<file path="src/rtl/acc_pipe_mul.sv">
// -----------------------------------------------------------------------------
// acc_pipe_mul
//   Pipelined four-quadrant approximate multiplier. Each WIDTH-bit unsigned
//   operand is split into high/low halves. The four sub-products HH, HL, LH
//   and LL are each approximated under their own 2-bit mode:
//     00 exact, 01 clear TRUNC_LO low bits, 10 clear TRUNC_HI low bits,
//     11 force to zero.
//   The sub-products are then shift-added into a 2*WIDTH-bit product.
//   Three register stages (operands -> sub-products -> product) sit behind a
//   valid/ready handshake. The whole pipeline stalls as one unit whenever the
//   output holds an unaccepted result.
//
// Ports
//   clk, rst_n           clock (rising edge), asynchronous active-low reset
//   in_valid / in_ready  operand handshake; a, b, cfg_mode sampled on accept
//   a, b                 WIDTH-bit unsigned operands
//   cfg_mode             [7:6]=HH [5:4]=HL [3:2]=LH [1:0]=LL approximation modes
//   out_valid/out_ready  result handshake
//   prod                 2*WIDTH-bit approximate product
//
// Optional feature (macro ACC_ERR_STATS_EN)
//   Carries the exact product down the pipeline and keeps error statistics:
//   stat_clr (in), err_cnt (out, 32-bit saturating count of inexact results),
//   err_max (out, largest exact-prod seen). Datapath timing is unchanged.
// -----------------------------------------------------------------------------
module acc_pipe_mul #(
  parameter int         WIDTH    = 8,
  parameter int         TRUNC_LO = 1,
  parameter int         TRUNC_HI = 2,
  parameter logic [7:0] MODE_RST = 8'h16
) (
  input  logic                 clk,
  input  logic                 rst_n,
  input  logic                 in_valid,
  output logic                 in_ready,
  input  logic [WIDTH-1:0]     a,
  input  logic [WIDTH-1:0]     b,
  input  logic [7:0]           cfg_mode,
  output logic                 out_valid,
  input  logic                 out_ready,
  output logic [2*WIDTH-1:0]   prod
`ifdef ACC_ERR_STATS_EN
  ,
  input  logic                 stat_clr,
  output logic [31:0]          err_cnt,
  output logic [2*WIDTH-1:0]   err_max
`endif
);

  localparam int H = WIDTH / 2;

  typedef logic [WIDTH-1:0]   sub_t;   // one sub-product, 2H bits
  typedef logic [2*WIDTH-1:0] full_t;  // full product

  localparam sub_t MASK_LO = {WIDTH{1'b1}} << TRUNC_LO;
  localparam sub_t MASK_HI = {WIDTH{1'b1}} << TRUNC_HI;

  function automatic sub_t approx(input sub_t p, input logic [1:0] m);
    case (m)
      2'b00:   return p;
      2'b01:   return p & MASK_LO;
      2'b10:   return p & MASK_HI;
      default: return '0;
    endcase
  endfunction

  // Single enable for all stages: move only when the output slot is free or
  // being drained this cycle, so nothing is dropped or duplicated.
  logic en;
  assign en       = !out_valid || out_ready;
  assign in_ready = en;

  // Stage 1: sampled operands and mode
  logic       s1_v;
  sub_t       s1_a, s1_b;
  logic [7:0] s1_mode;

  // Stage 2: approximated sub-products
  logic s2_v;
  sub_t s2_hh, s2_hl, s2_lh, s2_ll;

  // NOTE: sequential state uses non-blocking assignments only, so every
  // register samples the pre-edge values of its neighbours and the stages
  // shift together instead of racing through in one edge.
  always_ff @(posedge clk or negedge rst_n) begin
    if (!rst_n) begin
      s1_v    <= 1'b0;
      s1_a    <= '0;
      s1_b    <= '0;
      s1_mode <= MODE_RST;
    end else if (en) begin
      s1_v <= in_valid;
      if (in_valid) begin
        s1_a    <= a;
        s1_b    <= b;
        s1_mode <= cfg_mode;
      end
    end
  end

  // Sub-products are computed at full 2H width; the halves are zero-extended
  // so the multiply is sized by its operands, not by truncation afterwards.
  sub_t pp_hh, pp_hl, pp_lh, pp_ll;
  sub_t ah_x, al_x, bh_x, bl_x;

  // NOTE: every always_comb output gets a value on every path (here by
  // straight-line assignment, elsewhere via defaults) so no latch is inferred.
  always_comb begin
    ah_x  = {{H{1'b0}}, s1_a[WIDTH-1:H]};
    al_x  = {{H{1'b0}}, s1_a[H-1:0]};
    bh_x  = {{H{1'b0}}, s1_b[WIDTH-1:H]};
    bl_x  = {{H{1'b0}}, s1_b[H-1:0]};
    pp_hh = approx(ah_x * bh_x, s1_mode[7:6]);
    pp_hl = approx(ah_x * bl_x, s1_mode[5:4]);
    pp_lh = approx(al_x * bh_x, s1_mode[3:2]);
    pp_ll = approx(al_x * bl_x, s1_mode[1:0]);
  end

  always_ff @(posedge clk or negedge rst_n) begin
    if (!rst_n) begin
      s2_v  <= 1'b0;
      s2_hh <= '0;
      s2_hl <= '0;
      s2_lh <= '0;
      s2_ll <= '0;
    end else if (en) begin
      s2_v <= s1_v;
      if (s1_v) begin
        s2_hh <= pp_hh;
        s2_hl <= pp_hl;
        s2_lh <= pp_lh;
        s2_ll <= pp_ll;
      end
    end
  end

  // Stage 3: HH<<WIDTH + LL is a plain concatenation; the middle pair needs
  // one carry bit before being shifted into place by H.
  logic [WIDTH:0] mid_sum;
  full_t          prod_c;

  always_comb begin
    mid_sum = {1'b0, s2_hl} + {1'b0, s2_lh};
    prod_c  = {s2_hh, s2_ll} + ({{(WIDTH-1){1'b0}}, mid_sum} << H);
  end

  // prod only loads real results, so it holds its last value under bubbles
  // and stays stable while the consumer stalls.
  always_ff @(posedge clk or negedge rst_n) begin
    if (!rst_n) begin
      out_valid <= 1'b0;
      prod      <= '0;
    end else if (en) begin
      out_valid <= s2_v;
      if (s2_v) prod <= prod_c;
    end
  end

`ifdef ACC_ERR_STATS_EN
  // Exact reference travelling in lock-step with the approximate datapath.
  full_t s2_exact, s3_exact, err_diff;

  assign err_diff = s3_exact - prod;  // approximation never exceeds exact

  always_ff @(posedge clk or negedge rst_n) begin
    if (!rst_n) begin
      s2_exact <= '0;
      s3_exact <= '0;
    end else if (en) begin
      if (s1_v) s2_exact <= {{WIDTH{1'b0}}, s1_a} * {{WIDTH{1'b0}}, s1_b};
      if (s2_v) s3_exact <= s2_exact;
    end
  end

  always_ff @(posedge clk or negedge rst_n) begin
    if (!rst_n) begin
      err_cnt <= '0;
      err_max <= '0;
    end else if (stat_clr) begin
      err_cnt <= '0;
      err_max <= '0;
    end else if (out_valid && out_ready && (prod != s3_exact)) begin
      if (err_cnt != 32'hFFFF_FFFF) err_cnt <= err_cnt + 32'd1;
      if (err_diff > err_max)       err_max <= err_diff;
    end
  end
`endif

endmodule

</file>
<file path="config.mk">
export PLATFORM = sky130hd
export DESIGN_NAME = acc_pipe_mul
export DESIGN_NICKNAME = d
export VERILOG_FILES = /design/src/rtl/acc_pipe_mul.sv
export SDC_FILE = /design/constraint.sdc
export NUM_CORES = 1
export LEC_CHECK = 0
export CAP_MARGIN = 20
export CORE_ASPECT_RATIO = 2
export CORE_MARGIN = 2
export CORE_UTILIZATION = 50
export DETAILED_ROUTE_END_ITERATION = 10
export PLACE_DENSITY = 0.71
export SYNTH_ARGS = -nofsm -noshare
export SYNTH_HDL_FRONTEND = slang
export SYNTH_SLANG_ARGS = --single-unit
</file>
<file path="constraint.sdc">
create_clock -name clk -period 6.3 [get_ports clk]
set_input_delay 0.945 -clock clk [delete_from_list [all_inputs] [get_ports clk]]
set_output_delay 0.945 -clock clk [all_outputs]
set_load 0.005 [all_outputs]
</file>
* Word-level counts from Yosys, hierarchy flattened
Cells that the tools add are included.
** Word-level totals
- Register bits :: 75
- Output and inout port bits :: 18
- Word-level logic and storage cells :: 38
** Cells by class
- $add $sub $neg :: 2
- $mul :: 4
- Equal/unequal tests :: 8
- Muxes and demuxes :: 4
- Reduce and logical (&&, ||, !) cells :: 9
** Operators with widths (count)
- 8-bit case mux with 3 select lines :: 4
- 4-bit by 4-bit multiplier with 8-bit output :: 4
- 16-bit by 13-bit adder with 16-bit output :: 1
- 8-bit by 8-bit adder with 9-bit output :: 1
- 2-bit by 1-bit == test with 1-bit output (second input constant) :: 4
- 2-bit == test (second input constant) :: 4
- 2-bit zero test :: 4
- 2-bit AND reduction :: 3
- 1-bit zero test :: 1
- 1-bit logical OR :: 1

* Depth between registers and ports, before layout
Gate-level depths: netlist of run 1.
- Depth after elaboration :: 3
- Depth in mapped cells :: 14

* Least setup slack after synthesis of run 1
OpenSTA, ideal clock, no wires.
- Kind :: register to register
- From :: register s2_hl[0]
- To :: register prod[15]
- Library setup time :: 82 ps
- Arrival time :: 2753 ps
- Required time :: 6218 ps
- Setup slack :: 3465 ps
- Cell stages (with the launch flop) :: 15
- Buffers on the path :: 0
- Clock period less this slack :: 2835 ps
- Cells stage by stage :: dfrtp_1 ha_1 inv_1 fa_1 nor2b_1 o21ai_1 a21boi_0 o31a_1 a21oi_1 ha_1 nand2_1 o21ai_1 a21oi_2 or3_1 a31oi_1
** On the way
- Word-level cells in the longest chain between the ends :: 2
** Ends and longest elaborated chain
- start: declaration :: RTL line 80 : sub_t s2_hh, s2_hl, s2_lh, s2_ll;
- start signal: assignment :: RTL line 130 : s2_hl <= pp_hl;
- 8-bit by 8-bit adder with 9-bit output :: RTL line 143 : mid_sum = {1'b0, s2_hl} + {1'b0, s2_lh};
- 16-bit by 13-bit adder with 16-bit output :: RTL line 144 : prod_c = {s2_hh, s2_ll} + ({{(WIDTH-1){1'b0}}, mid_sum} << H);
- end signal: assignment :: RTL line 155 : if (s2_v) prod <= prod_c;
- end: declaration :: RTL line 41 : output logic [2*WIDTH-1:0] prod
Every way passes these cells.
A chain may end at the register's enable or synchronous reset.

* Final worst setup path of run 1
- From :: input port out_ready
- To :: output port in_ready
** On the way
- Word-level cells in the longest chain between the ends :: 1
** Ends and longest elaborated chain
- start: declaration :: RTL line 40 : input logic out_ready,
- 1-bit logical OR :: RTL line 70 : assign en = !out_valid || out_ready;
- end: declaration :: RTL line 35 : output logic in_ready,
Every way passes these cells.

==> results of run 1 <==
where the power goes:
part / switching [mW] / leakage [nW] / total [mW] / internal [mW]
Combinational: 0.803 / 1.96 / 1.54 / 0.740
Clock: 0.203 / 0.148 / 0.532 / 0.329
Sequential: 0.166 / 0.935 / 0.824 / 0.658
Total: 1.17 / 3.04 / 2.90 / 1.73
registers in the layout (all words and copies together), names as in the netlist:
signal	cells
s1_mode	8
s2_ll	8
out_valid	1
s1_a	8
s2_lh	8
s2_hl	8
s1_v	1
s1_b	8
s2_v	1
s2_hh	8
prod	16
cell type report:
class	instances	area (µm²)
flip-flops and latches	75	1880
clock buffers	11	253
clock inverters	5	58.8
fillers	947	4220
repair buffers	47	483
inverters	39	146
well taps	137	171
multi-input cells	411	3270
metal layers:
layer  GRT usage  up-vias  part of all wire
li1            -     1929                 -
met4       0.111        0             0.043
met1       0.194     1867              0.36
met5           0        -                 0
met3      0.0318       27             0.030
met2       0.387       70              0.56
Yosys cell counts (all sizes together), types with 10 or more instances:
master,number
a21o,12
a21oi,26
and2,49
dfrtp,72
fa,18
ha,65
inv,39
mux2,30
nand2,72
nor2,12
nor3b,10
o21ai,41
xor2,14
worst min path at each step:
| stage | from | endpoint | slack [ps] |
|---|---|---|---|
| 2_1_floorplan | s2_ll[0] | s2_ll[0] | 440 |
| 3_3_place_gp | s2_ll[0] | s2_ll[0] | 450 |
| 3_5_place_dp | prod[10] | prod[10] | 470 |
| 4_1_cts | prod[7] | prod[7] | 480 |
| 5_1_grt | s2_ll[2] | s2_ll[2] | 500 |
| 6_report | prod[7] | prod[7] | 470 |
worst max-delay path, stage by stage:
cell and delay [ps]:
clkdlybuf4s50_1 450, nand2b_1 380, clkdlybuf4s50_1 600
cell families (layout without fill, tap and decap cells):
kind of cell / Yosys count / count (layout)
compound gates: 104 / 104
buf+inv: 49 / 102
mux: 35 / 35
flops: 75 / 75
simple gates: 166 / 166
fa+ha+maj: 83 / 83
xor+xnor: 23 / 23
==> flow_metrics.tcl, run 1 <==
set metrics [dict create \
    hp-class "reg2reg" \
    utilization 0.598 \
    pre_cts_ws_ps 3000 \
    p_leak_nw 3.04 \
    die_w_um 77.1 \
    cts-root-buf "clkbuf_16" \
    ys_seq_area_frac 0.352 \
    viasPerCell 5.37 \
    synth_nets 646 \
    tightest_slew_ps 914 \
    grt_pass1_vias 4081 \
    ff2ff_setup_slack_ps 3130 \
    synth_compound_area_frac 0.124 \
    final-hold-violation-count 0 \
    antenna_found_initial 0 \
    ff2ff_path_depth 14 \
    worst_skew_pair.late_latency_ps 340 \
    skew_ps 5.90 \
    num_vias 3893 \
    syn_inst 535 \
    dpl-instance-area_um2 5920 \
    status "finished clean" \
    mostFrequentLayoutCells "nand2_1 (72), dfrtp_1 (72), ha_1 (65)" \
    finalWorstSetupSlack_ps 2980 \
    synthXorXnorAreaFrac 0.0377 \
    finalNetCount 694 \
    r2r_end "prod[15]" \
    worstSetupEndpointType "primary output" \
    total_power_mw 2.90 \
    drcViolationCount 0 \
    grt_pass1_wl_um 18000 \
    io_pins 46 \
    power.density_nw_per_um2 463 \
    cp-start-kind "primary input" \
    rows 53 \
    synth_top_area_cell "dfrtp_1" \
    cts_resized 0 \
    ant_nets 0 \
    synth_flop_cell "dfrtp_1" \
    synth_area_per_cell_um2 9.98 \
    synth-edff-count 0 \
    antennaDiodeCount 0 \
    avgRoutedWirePerCell_um 14.6 \
    fmax_mhz 301 \
    tns_ps 0 \
    routabilityCongestion 0.878 \
    cp_max_fo 12 \
    relSlewSlack 0.391 \
    die-area_um2 11600 \
    critPathCapture "in_ready" \
    io_buffer_count 45 \
    dr.pass1.iters 4 \
    rr_startpoint "s2_hl[0]" \
    clk_path_buf_depth 2 \
    overflow 0 \
    holdPathStages 2 \
    syn_area_um2 5340 \
    synth_seq_cells 75 \
    drive_gt1_frac 0.104 \
    yosys.area_share.simple 0.158 \
    syn_to_final_growth_pct 17.3 \
    die_h_um 150 \
    yosysWarningCount 0 \
    coreArea_um2 10500 \
    grt_max_degree 76 \
    dp_cells 708 \
    drt_iter0_markers 170 \
    async_flop_share 1.00 \
    setup.worst_path.start "out_ready" \
    synth.top_cells.by_area "dfrtp_1 (34%), ha_1 (15%), fa_1 (6.7%)" \
    drt_wl_total_um 10600 \
    maxSlewViolCount 0 \
    initial_core_util 0.510 \
    hold_slack_ps 474 \
    setup_viol 0 \
    dp_hpwl_um 8450 \
    synth_cell_types 45 \
    cts_max_level 3 \
    fin_area_um2 6260 \
    maxCapViolations 0 \
    synthDominantCellAreaShare 0.337 \
    holdBufCountCts 0 \
    worst_ir_drop_vdd_mv 0.216 \
    numCtsBuffers 9 \
    min_period_ps 3320 \
    cts_setup_buffers 0 \
    synth_top_family_by_area "adder cells" \
    min_period_over_period 0.527 \
    path_class "in2out" \
    fin_cells 725 \
    clk_pin_slew_ps 60 \
    cts_tree "yes" \
    cp.required_ps 5350 \
    synthMuxAreaShare 0.0727 \
    grt.total_usage 0.198 \
    synthAdderAreaFrac 0.220 \
    cts.sinks 75 \
    worstPathArrival_ps 2370 \
    rsz0062_at_grt "false" \
]
(Power assumes the default switching activity.)
==> run 2: changes to the inputs <==
clock period = 3.3 ns   (was 6.3 ns; I/O delays follow)
==> flow_metrics.tcl, run 2 (same netlist as run 1, synthesis figures left out) <==
set metrics [dict create \
    initial_core_util 0.510 \
    regMostFlops "prod" \
    power.density_nw_per_um2 885 \
    dp_cells 714 \
    drt_iter0_markers 165 \
    cts.sinks 75 \
    numCtsBuffers 9 \
    syn_to_final_growth_pct 17.4 \
    min_period_over_period 0.921 \
    rows 53 \
    grt.total_usage 0.203 \
    setup_viol 0 \
    cts-root-buf "clkbuf_16" \
    combPwrFrac 0.545 \
    clk_pin_slew_ps 70 \
    cp-start-kind "register" \
    maxCapViolations 0 \
    worstPathArrival_ps 3250 \
    path_delay_family "compound AO/OA/AOI/OAI gates" \
    cp_max_fo 4 \
    cts_max_level 3 \
    ff2ff_path_depth 14 \
    antenna_found_initial 0 \
    clk_path_buf_depth 2 \
    coreArea_um2 10500 \
    relSlewSlack 0.390 \
    crit_chain "ha_1 > inv_1 > fa_1 > nor2b_1 > o21ai_1 > a21boi_2 > o31a_1 > a21oi_1 > ha_1 > nand2_1 > nor3_2 > o41ai_4 > mux2i_1 > nand3_1" \
    p_int_mw 3.23 \
    maxSlewViolCount 0 \
    cp_slowest_cell "fa_1" \
    fmax_mhz 329 \
    worst_skew_pair.late_latency_ps 340 \
    drcViolationCount 0 \
    die_h_um 150 \
    cts_tree "yes" \
    cts_setup_buffers 0 \
    overflow 0 \
    drive_gt1_frac 0.116 \
    path_buf_inv 1 \
    max_stage_delay_ps 390 \
    io_buffer_count 45 \
    skew_ps 7.12 \
    die-area_um2 11600 \
    worst_ir_drop_vdd_mv 0.469 \
    switching_share 0.419 \
    die_w_um 77.1 \
    tightest_slew_ps 915 \
    final-hold-violation-count 0 \
    hold_slack_ps 289 \
    pwr-share-seq 0.282 \
    path_class "reg2reg" \
    pre_cts_ws_ps 125 \
    viasPerCell 5.37 \
    rsz0062_at_grt "false" \
    fin_cells 730 \
    num_vias 3918 \
    grt_pass1_vias 4148 \
    cpMostUsedCell "ha_1" \
    dr.pass1.iters 4 \
    grt_max_degree 76 \
    ant_nets 0 \
    drt_wl_total_um 10900 \
    routabilityCongestion 0.915 \
    antennaDiodeCount 0 \
    p_leak_nw 3.05 \
    status "finished clean" \
    mostFrequentLayoutCells "nand2_1 (72), dfrtp_1 (72), ha_1 (65)" \
    dp_hpwl_um 8830 \
    crit_cells 14 \
    pwr-share-clk 0.173 \
    io_pins 46 \
    cp.required_ps 3510 \
    tns_ps 0 \
    finalNetCount 699 \
    grt_pass1_wl_um 18500 \
    avgRoutedWirePerCell_um 14.9 \
    min_period_ps 3040 \
    total_power_mw 5.55 \
    holdBufCountCts 0 \
    finalWorstSetupSlack_ps 262 \
    largest_reg_flops 16 \
    switching_power_mw 2.33 \
    worstSetupEndpointType "register" \
    cts_resized 0 \
    hp-class "in2async" \
]
## run 2: layer usage
layer / global-route usage / vias up / wire [µm]
met5: 0 / - / 0
met4: 0.108 / 0 / 446
met3: 0.0246 / 34 / 248
met2: 0.400 / 73 / 6120
met1: 0.202 / 1866 / 4070
li1: - / 1945 / -
## run 2: area by class of cell
class,count,area (µm²)
Clock buffer,9,225
Fill cell,972,4210
Inverter,39,146
Multi-Input combinational cell,411,3280
Clock inverter,7,65.1
Timing Repair Buffer,52,500
Tap cell,137,171
Sequential cell,75,1880
## run 2: power by group through the flow
stage          clock network (mW)  logic [mW]  registers (mW)
2_1_floorplan                   0        2.23            1.48
3_3_place_gp                    0        2.90            1.57
3_5_place_dp                    0        3.01            1.58
4_1_cts                     0.984        3.05            1.56
5_1_grt                      1.03        3.45            1.61
6_report                    0.963        3.02            1.56
## run 2: path summary, 6_finish.rpt
path	end	startpoint	slack [ps]
max	prod[14]	s2_hl[0]	260
min	prod[1]	rst_n	290
max reg2reg	prod[14]	s2_hl[0]	260
min reg2reg	prod[6]	prod[6]	480
max in group asynchronous	prod[15]	rst_n	2420
min in group clk	prod[6]	prod[6]	480
## run 2: stage by stage
step / cell area, µm² / utilization
6_report: 6270 / 0.598
5_1_grt: 6270 / 0.598
4_1_cts: 6260 / 0.597
3_5_place_dp: 5970 / 0.570
3_3_place_gp: 5970 / 0.570
2_1_floorplan: 5340 / -
